$ cat src/rtl/mdr_seq_unit_if.sv
// Operand/result bus of the sequential multiply/divide/sqrt unit.
// The driver uses the master modport and the arithmetic unit uses the slave modport.
interface mdr_seq_unit_if #(
   parameter int WORD_LENGTH = 16,
   parameter int OP_WIDTH    = 2
);
   logic                       start;
   logic                       load;
   logic [OP_WIDTH-1:0]        op;
   logic [WORD_LENGTH-1:0]     Data;
   logic                       ready;
   logic                       busy;
   logic                       x;
   logic                       y;
   logic [2*WORD_LENGTH-1:0]   Result;
   logic                       error;

   modport master (
      output start, load, op, Data,
      input  ready, busy, x, y, Result, error
   );

   modport slave (
      input  start, load, op, Data,
      output ready, busy, x, y, Result, error
   );
endinterface

$ cat src/rtl/mdr_seq_unit.sv
// Radix-2 sequential signed multiply, signed divide and unsigned square root.
// Optional build macro MRC_EARLY_EXIT_EN: multiply stops once the remaining multiplier is zero.
module mdr_seq_unit #(
   parameter int WORD_LENGTH = 16,
   parameter int OP_WIDTH    = 2
) (
   input  logic         clk,
   input  logic         reset,
   mdr_seq_unit_if.slave bus
);
   localparam int W  = WORD_LENGTH;
   localparam int CW = $clog2(W + 1);

   localparam logic [OP_WIDTH-1:0] OP_MUL  = OP_WIDTH'(0);
   localparam logic [OP_WIDTH-1:0] OP_DIV  = OP_WIDTH'(1);
   localparam logic [OP_WIDTH-1:0] OP_SQRT = OP_WIDTH'(2);
   localparam logic [W-1:0]        MIN_NEG = {1'b1, {(W-1){1'b0}}};

   typedef enum logic [2:0] {IDLE, LOAD_X, LOAD_Y, RUN, DONE} state_t;

   state_t               state;
   logic                 start_q;
   logic [OP_WIDTH-1:0]  op_q;
   logic                 sign_x;
   logic                 sign_y;
   logic [CW-1:0]        cnt;

   logic signed [W-1:0]  x_q;
   logic [2*W-1:0]       acc;
   logic [2*W-1:0]       aux;
   logic [W-1:0]         sh;

   logic [2*W-1:0]       acc_n;
   logic [2*W-1:0]       aux_n;
   logic [W-1:0]         sh_n;
   logic [2*W-1:0]       rt;
   logic [2*W-1:0]       trial;
   logic [2*W-1:0]       res_n;
   logic                 last_iter;
   logic                 start_acc;
   logic                 div_err;

   function automatic logic [W-1:0] mag(input logic signed [W-1:0] v);
      return v[W-1] ? $unsigned(-v) : $unsigned(v);
   endfunction

   function automatic logic [W-1:0] cond_neg_w(input logic n, input logic [W-1:0] v);
      return n ? (~v + W'(1)) : v;
   endfunction

   function automatic logic [2*W-1:0] cond_neg_2w(input logic n, input logic [2*W-1:0] v);
      return n ? (~v + (2*W)'(1)) : v;
   endfunction

   function automatic logic illegal_op(input logic [OP_WIDTH-1:0] o);
      return (o != OP_MUL) && (o != OP_DIV) && (o != OP_SQRT);
   endfunction

   assign start_acc = bus.start & ~start_q;
   assign div_err   = (op_q == OP_DIV) &&
                      ((bus.Data == '0) ||
                       (($unsigned(x_q) == MIN_NEG) && (bus.Data == {W{1'b1}})));

   // acc/aux/sh hold product/multiplicand/multiplier, remainder/divisor/quotient,
   // or remainder/root/radicand depending on the latched op.
   always_comb begin
      acc_n = acc;
      aux_n = aux;
      sh_n  = sh;
      rt    = '0;
      trial = '0;
      res_n = '0;
      case (op_q)
         OP_DIV: begin
            rt = {acc[2*W-2:0], sh[W-1]};
            if (rt >= aux) begin
               acc_n = rt - aux;
               sh_n  = {sh[W-2:0], 1'b1};
            end else begin
               acc_n = rt;
               sh_n  = {sh[W-2:0], 1'b0};
            end
            res_n = {cond_neg_w(sign_x, acc_n[W-1:0]), cond_neg_w(sign_x ^ sign_y, sh_n)};
         end
         OP_SQRT: begin
            rt    = {acc[2*W-3:0], sh[W-1:W-2]};
            trial = {aux[2*W-3:0], 2'b01};
            if (rt >= trial) begin
               acc_n = rt - trial;
               aux_n = {aux[2*W-2:0], 1'b1};
            end else begin
               acc_n = rt;
               aux_n = {aux[2*W-2:0], 1'b0};
            end
            sh_n  = {sh[W-3:0], 2'b00};
            res_n = {acc_n[W-1:0], aux_n[W-1:0]};
         end
         default: begin
            acc_n = acc + (sh[0] ? aux : '0);
            aux_n = {aux[2*W-2:0], 1'b0};
            sh_n  = {1'b0, sh[W-1:1]};
            res_n = cond_neg_2w(sign_x ^ sign_y, acc_n);
         end
      endcase
`ifdef MRC_EARLY_EXIT_EN
      last_iter = (cnt == CW'(1)) || ((op_q == OP_MUL) && (sh_n == '0));
`else
      last_iter = (cnt == CW'(1));
`endif
   end

   // Control FSM with registered handshake outputs
   always_ff @(posedge clk) begin
      if (reset) begin
         state   <= IDLE;
         start_q <= 1'b0;
         op_q    <= '0;
         sign_x  <= 1'b0;
         sign_y  <= 1'b0;
         cnt     <= '0;
         bus.ready  <= 1'b0;
         bus.busy   <= 1'b0;
         bus.x      <= 1'b0;
         bus.y      <= 1'b0;
         bus.error  <= 1'b0;
         bus.Result <= '0;
      end else begin
         start_q <= bus.start;
         case (state)
            IDLE, DONE: begin
               if (start_acc) begin
                  op_q      <= bus.op;
                  bus.error <= 1'b0;
                  if (illegal_op(bus.op)) begin
                     state      <= DONE;
                     bus.ready  <= 1'b1;
                     bus.error  <= 1'b1;
                     bus.Result <= '0;
                  end else begin
                     state     <= LOAD_X;
                     bus.ready <= 1'b0;
                     bus.busy  <= 1'b1;
                     bus.x     <= 1'b1;
                  end
               end
            end
            LOAD_X: begin
               if (bus.load) begin
                  sign_x <= bus.Data[W-1];
                  bus.x  <= 1'b0;
                  if (op_q == OP_SQRT) begin
                     state <= RUN;
                     cnt   <= CW'(W / 2);
                  end else begin
                     state <= LOAD_Y;
                     bus.y <= 1'b1;
                  end
               end
            end
            LOAD_Y: begin
               if (bus.load) begin
                  sign_y <= bus.Data[W-1];
                  bus.y  <= 1'b0;
                  if (div_err) begin
                     state      <= DONE;
                     bus.busy   <= 1'b0;
                     bus.ready  <= 1'b1;
                     bus.error  <= 1'b1;
                     bus.Result <= '0;
                  end else begin
                     state <= RUN;
                     cnt   <= CW'(W);
                  end
               end
            end
            RUN: begin
               cnt <= cnt - CW'(1);
               if (last_iter) begin
                  state      <= DONE;
                  bus.busy   <= 1'b0;
                  bus.ready  <= 1'b1;
                  bus.Result <= res_n;
               end
            end
            default: state <= IDLE;
         endcase
      end
   end

   // Datapath registers: loaded on operand capture, advanced once per RUN cycle
   always_ff @(posedge clk) begin
      if (state == LOAD_X && bus.load) begin
         x_q <= $signed(bus.Data);
         acc <= '0;
         aux <= '0;
         sh  <= bus.Data;
      end else if (state == LOAD_Y && bus.load) begin
         acc <= '0;
         if (op_q == OP_DIV) begin
            aux <= {{W{1'b0}}, mag($signed(bus.Data))};
            sh  <= mag(x_q);
         end else begin
            aux <= {{W{1'b0}}, mag(x_q)};
            sh  <= mag($signed(bus.Data));
         end
      end else if (state == RUN) begin
         acc <= acc_n;
         aux <= aux_n;
         sh  <= sh_n;
      end
   end
endmodule

$ cat src/flat_wrapper.sv
// flat-port wrapper written by rule: the top's interface ports become plain ports
module mdr_seq_unit_flat 
#(
   parameter int WORD_LENGTH = 16,
   parameter int OP_WIDTH    = 2
)
  (clk, reset, bus_start, bus_load, bus_op, bus_Data, bus_ready, bus_busy, bus_x, bus_y, bus_Result, bus_error);
  mdr_seq_unit_if #(.WORD_LENGTH(WORD_LENGTH), .OP_WIDTH(OP_WIDTH)) bus_i ();
  input  logic clk;
  input  logic reset;
  input wire logic [$bits(bus_i.start)-1:0] bus_start;
  input wire logic [$bits(bus_i.load)-1:0] bus_load;
  input wire logic [$bits(bus_i.op)-1:0] bus_op;
  input wire logic [$bits(bus_i.Data)-1:0] bus_Data;
  output wire logic [$bits(bus_i.ready)-1:0] bus_ready;
  output wire logic [$bits(bus_i.busy)-1:0] bus_busy;
  output wire logic [$bits(bus_i.x)-1:0] bus_x;
  output wire logic [$bits(bus_i.y)-1:0] bus_y;
  output wire logic [$bits(bus_i.Result)-1:0] bus_Result;
  output wire logic [$bits(bus_i.error)-1:0] bus_error;
  assign bus_i.start = bus_start;
  assign bus_i.load = bus_load;
  assign bus_i.op = bus_op;
  assign bus_i.Data = bus_Data;
  assign bus_ready = bus_i.ready;
  assign bus_busy = bus_i.busy;
  assign bus_x = bus_i.x;
  assign bus_y = bus_i.y;
  assign bus_Result = bus_i.Result;
  assign bus_error = bus_i.error;
  mdr_seq_unit #(.WORD_LENGTH(WORD_LENGTH), .OP_WIDTH(OP_WIDTH)) u_core (.clk(clk), .reset(reset), .bus(bus_i));
endmodule
$ cat config.mk
export PLATFORM = sky130hd
export DESIGN_NAME = mdr_seq_unit_flat
export DESIGN_NICKNAME = d
export VERILOG_FILES = /design/src/rtl/mdr_seq_unit_if.sv /design/src/rtl/mdr_seq_unit.sv /design/src/flat_wrapper.sv
export SDC_FILE = /design/constraint.sdc
export NUM_CORES = 1
export LEC_CHECK = 0
export CORE_UTILIZATION = 30
export DETAILED_ROUTE_END_ITERATION = 6
export PLACE_DENSITY = 0.49
export SYNTH_ARGS = -nofsm -noshare
export SYNTH_HDL_FRONTEND = slang
export SYNTH_SLANG_ARGS = --single-unit
$ cat constraint.sdc
create_clock -name clk -period 6.85 [get_ports clk]
set_clock_uncertainty 0.15 [all_clocks]
set_input_delay 1.37 -clock clk [delete_from_list [all_inputs] [get_ports clk]]
set_output_delay 1.37 -clock clk [all_outputs]
set_load 0.01 [all_outputs]
==> run summary <==
Top cell type's share of synthesized area: 15.2%. The logs give 0 for the initial antenna violation count and 0.373 mV for the worst supply voltage drop on vdd. CTS saw 146 sinks.

In this run the tool buffered the top-level ports with 58 buffer cells. The area fraction in and, or, nand and nor cells after synthesis was 19.2%. The logs give 30.5% for the initial core utilization and 0 ns for the aggregate negative setup slack.

After Yosys synthesis, full adders, half adders and majority gates account for 9.02% of the synthesized area. The run gives 7.06 ns as the data required time of the worst path. After detailed routing, the total wire length is 61,600 um. The critical path starts at u_core.sh[15]$_DFFE_PP_. Timing would allow up to 182 MHz. STA classifies the critical path startpoint as a flip-flop.

The post-CTS resize count is 0. Worst setup path endpoint: u_core.bus.Result[14]$_SDFFE_PP0P_. Buffers added to address setup during post-CTS repair amount to 0. The synthesized design spends more area on one cell type than any other, namely sky130_fd_sc_hd__dfxtp_1.

The first routing iteration left 1,365 violations. The run gives 50,900 um2 as the die footprint. The total overflow reported by the global router came out at 0. Counting flops with an async set or reset pin after synthesis yields a share of 0%. The run gives 63 as the pin count of the biggest net entering global routing. The die boundary height came out at 226 um. Type of the worst min-delay path: flip-flop to flip-flop. Clock-pin slew was measured on the worst setup and hold paths at 0.08 ns. The layout has 5,271 filler cells. The critical path buffer and inverter count was 4. Traced cell by cell, the critical path runs through inv_1 > ha_1 > inv_1 > fa_1 > a21o_1 > a21oi_2 > o41ai_2 > a21boi_1 > a31oi_2 > or2_1 > buf_4 > inv_2 > ha_1 > nand2_1 > o21ai_0 > o21ai_0 > xor2_1 > a22oi_1 > nor3_1 > a21oi_1 > a21oi_1. After detailed routing, the number of remaining DRC violations is 0. The total clock buffers created by CTS was 17. The number of vias after detailed routing is 15.7k, and the hold-fix buffer count after cts is 0.

In this run the tightest slew margin relative to its limit is 28.3%. The global-route usage over all layers is 24.2%. The tree is rooted in a sky130_fd_sc_hd__clkbuf_16. The xor-xnor portion of the synthesized cell area works out to 8.92%. The routability congestion estimate is 0.951.

The share of the cycle needed by the critical path after routing was 80.1%; the total power divided by cell area was 458 nW/um2. The slowest stage of the critical path belongs to the cell sky130_fd_sc_hd__inv_2. Max-slew violation total from the final report: 0.

Setup repair after global routing left no endpoint under its margin. Compared with the post-synthesis result, the final layout area differs by 11.7%. The run gives 4 as the number of H-tree branching levels. For the total I/O pin count, the log shows 59. For the pin with the worst max-slew slack, the measured transition is 1.06 ns. Per-cell routed wire length: 22.9 um. Of all nets on the critical path, the largest fanout is 32. The start-to-end type of the worst setup path is flip-flop to flip-flop.

The slack of the worst reg-to-reg path was 1.36 ns. In the synthesized netlist, mux cells make up 3.10% of the area. In this run the horizontal extent of the chip is 226 um.

Counting flops with a built-in enable in the synthesized netlist gives 32. Max-cap violations in this run came to 0. Residual antenna-violating net count after detailed routing: 0. The number of global-route vias before repair came out at 14.9k.

The post-synthesis average cell area came out at 7.41 um2. Sorting the synthesized cells by area gives the leading types as sky130_fd_sc_hd__dfxtp_1 (15%), sky130_fd_sc_hd__ha_1 (8.8%), sky130_fd_sc_hd__a21oi_1 (6.8%). The fraction of the mapped netlist area in compound gates is 32.7%. Setup violations remaining at the end of the flow were counted as 0. The number of vias per cell after detailed routing is 5.83, and the cell area after synthesis is 15,000 um2. At the end of the flow the core is filled with cells to 34.1%. The initialized floorplan defines 81 standard-cell rows.

When the netlist entered floorplanning its net count stood at 2,153. Across all hold checks on the routed design, the worst slack comes to 0.337 ns. After floorplanning, the core was sized to cover 49,200 um2.

The tools report the arrival time reported for the critical path endpoint as 5.70 ns. TritonCTS built the clock tree. Sequential cells were found to cover 21.6% of the synthesized design area.

Synthesis inferred 146 register bits. The run finished with clean final reports. The later pin in the worst-skew pair is clocked with a latency of 0.48 ns. The combinational family with the most area after synthesis is compound AO/OA/AOI/OAI gates. The leading register cell type out of synthesis is sky130_fd_sc_hd__dfxtp_1. The worst path in the final design needs a cycle of 5.49 ns, including I/O delays and setup. Broken down by cell family, the worst path's largest delay share belongs to compound AO/OA/AOI/OAI gates.

The first-pass GRT wire length was 92,600 um; the number of buffers on the longest clock path was 2. The worst register-to-register path begins at u_core.sh[15]$_DFFE_PP_. The hold violation total from the final report was 0; the cell depth of the worst setup path was 21. The run gives 11,000 um2 as the area occupied by multi-input gates. STA classifies the critical path endpoint as a flip-flop. In this design, the stage delay of the slowest critical-path cell is 0.50 ns. The wire-length estimate of the detail-placed layout is 46,400 um. Synthesis handed over a netlist of 2,024 instances. Before antenna repair, the detailed router went through 6 iterations.

The number of antenna diodes was 0; the number of cell instances on the worst register-to-register path was 21. The tools report the leakage dissipation as 6.48 nW. The tools report the sequential standard cell area as 3240 um2. Yosys printed 0 warnings.

Number of nets at the end of the flow: 2,138. The ratio of cells with drive above 1 in the final layout works out to 5.93%. The netlist uses 99 different library cells. The capture instance of the worst register-to-register path is u_core.bus.Result[14]$_SDFFE_PP0P_. Along the worst hold path, the cell count comes to 2.
## layer usage
| metal | GRT usage (%) | up-vias | part of all wire, % |
|---|---|---|---|
| li1 | - | 7443 | - |
| met1 | 33.8 | 7532 | 46 |
| met2 | 37.7 | 603 | 44 |
| met3 | 3.24 | 74 | 6.9 |
| met4 | 8.54 | 0 | 2.7 |
| met5 | 0 | - | 0 |
## registers in the layout (all words and copies together), names as in the netlist
| register | cells |
|---|---|
| u_core.sign_y | 1 |
| u_core.bus.busy | 1 |
| u_core.bus.Result | 32 |
| u_core.bus.y | 1 |
| u_core.aux | 32 |
| u_core.state | 3 |
| u_core.sh | 16 |
| u_core.cnt | 5 |
| u_core.bus.error | 1 |
| u_core.bus.ready | 1 |
| u_core.sign_x | 1 |
| u_core.x_q | 16 |
| u_core.op_q | 2 |
| u_core.start_q | 1 |
| u_core.bus.x | 1 |
| u_core.acc | 32 |
## worst min-delay path: stages (launching register included)
cell                      delay (ns)
sky130_fd_sc_hd__dfxtp_1        0.32
sky130_fd_sc_hd__nand2_1        0.07
sky130_fd_sc_hd__a21oi_1        0.05
## how the worst min path moves through the flow
stage | from | endpoint | slack, ns
global route | u_core.cnt[4]$_SDFFE_PP0P_ | u_core.cnt[4]$_SDFFE_PP0P_ | 0.37
finish | u_core.aux[29]$_SDFFE_PP0P_ | u_core.aux[30]$_SDFFE_PP0P_ | 0.34
global placement | u_core.cnt[4]$_SDFFE_PP0P_ | u_core.cnt[4]$_SDFFE_PP0P_ | 0.32
floorplan | u_core.aux[29]$_SDFFE_PP0P_ | u_core.aux[30]$_SDFFE_PP0P_ | 0.29
CTS | u_core.aux[29]$_SDFFE_PP0P_ | u_core.aux[30]$_SDFFE_PP0P_ | 0.34
detailed placement | u_core.bus.Result[0]$_SDFFE_PP0P_ | u_core.bus.Result[0]$_SDFFE_PP0P_ | 0.33
## where the power goes
part	internal (W)	switching [W]
clock	0.000503	0.000484
combinational	0.00200	0.00349
sequential	0.00100	0.000197
total	0.00351	0.00417
## through the flow
stage	std cells	power [W]	setup slack [ns]	area (um2)
2_1_floorplan	2024	0.00522	2.09	15000
6_report	2686	0.00768	1.36	16800
3_3_place_gp	2654	0.00654	1.55	16200
5_1_grt	2686	0.00816	0.972	16800
3_5_place_dp	2654	0.00655	1.45	16200
4_1_cts	2686	0.00757	1.41	16800
## cells in the final DEF, fill, tap and decap left out, drive strengths merged, types with 9 or more instances in the layout
| master | n |
|---|---|
| nand2b | 13 |
| nor2b | 18 |
| nand2 | 180 |
| mux2i | 27 |
| buf | 25 |
| xor2 | 67 |
| nand3b | 10 |
| xnor2 | 85 |
| nor4 | 13 |
| a221oi | 17 |
| a31oi | 30 |
| o21a | 17 |
| nor2 | 205 |
| o211ai | 15 |
| a22oi | 52 |
| clkdlybuf4s50 | 58 |
| o21ai | 183 |
| nand4 | 17 |
| a22o | 10 |
| inv | 96 |
| o221ai | 12 |
| ha | 105 |
| o21bai | 16 |
| nand3 | 38 |
| o31ai | 20 |
| dfxtp | 114 |
| or3 | 19 |
| a211oi | 35 |
| and3 | 12 |
| a21o | 43 |
| mux2 | 17 |
| a21oi | 208 |
| edfxtp | 32 |
| nor3 | 47 |
| and2 | 11 |
| o22ai | 9 |
| clkbuf | 18 |
## Yosys cell counts (16+ instances only)
| library cell | instances |
|---|---|
| sky130_fd_sc_hd__a22oi_1 | 52 |
| sky130_fd_sc_hd__nor3_1 | 46 |
| sky130_fd_sc_hd__a221oi_1 | 17 |
| sky130_fd_sc_hd__mux2i_1 | 27 |
| sky130_fd_sc_hd__a211oi_1 | 32 |
| sky130_fd_sc_hd__nor2_1 | 205 |
| sky130_fd_sc_hd__o31ai_1 | 19 |
| sky130_fd_sc_hd__clkbuf_1 | 92 |
| sky130_fd_sc_hd__a21o_1 | 43 |
| sky130_fd_sc_hd__dfxtp_1 | 114 |
| sky130_fd_sc_hd__nand2_1 | 179 |
| sky130_fd_sc_hd__inv_1 | 85 |
| sky130_fd_sc_hd__edfxtp_1 | 32 |
| sky130_fd_sc_hd__xnor2_1 | 85 |
| sky130_fd_sc_hd__ha_1 | 105 |
| sky130_fd_sc_hd__o21ai_0 | 169 |
| sky130_fd_sc_hd__o21a_1 | 17 |
| sky130_fd_sc_hd__mux2_2 | 16 |
| sky130_fd_sc_hd__nand3_1 | 38 |
| sky130_fd_sc_hd__a31oi_1 | 29 |
| sky130_fd_sc_hd__a21oi_1 | 203 |
| sky130_fd_sc_hd__nor2b_1 | 18 |
| sky130_fd_sc_hd__xor2_1 | 66 |
| sky130_fd_sc_hd__nand4_1 | 16 |
| sky130_fd_sc_hd__or3_1 | 19 |
## area by class of cell
class                           instances  area share (%)
Multi-Input combinational cell       1672            65.6
Sequential cell                       146            19.4
Tap cell                              664            4.96
Timing Repair Buffer                   83            4.58
Clock buffer                           18            2.69
Inverter                               89            1.99
Clock inverter                         14           0.799
## cell families after synthesis
| logic type | Yosys count |
|---|---|
| compound gates | 753 |
| simple gates | 616 |
| fa+ha+maj | 107 |
| flops | 146 |
| buf+inv | 206 |
| mux | 44 |
| xor+xnor | 152 |
No activity file was read; power rests on OpenSTA's default activity.
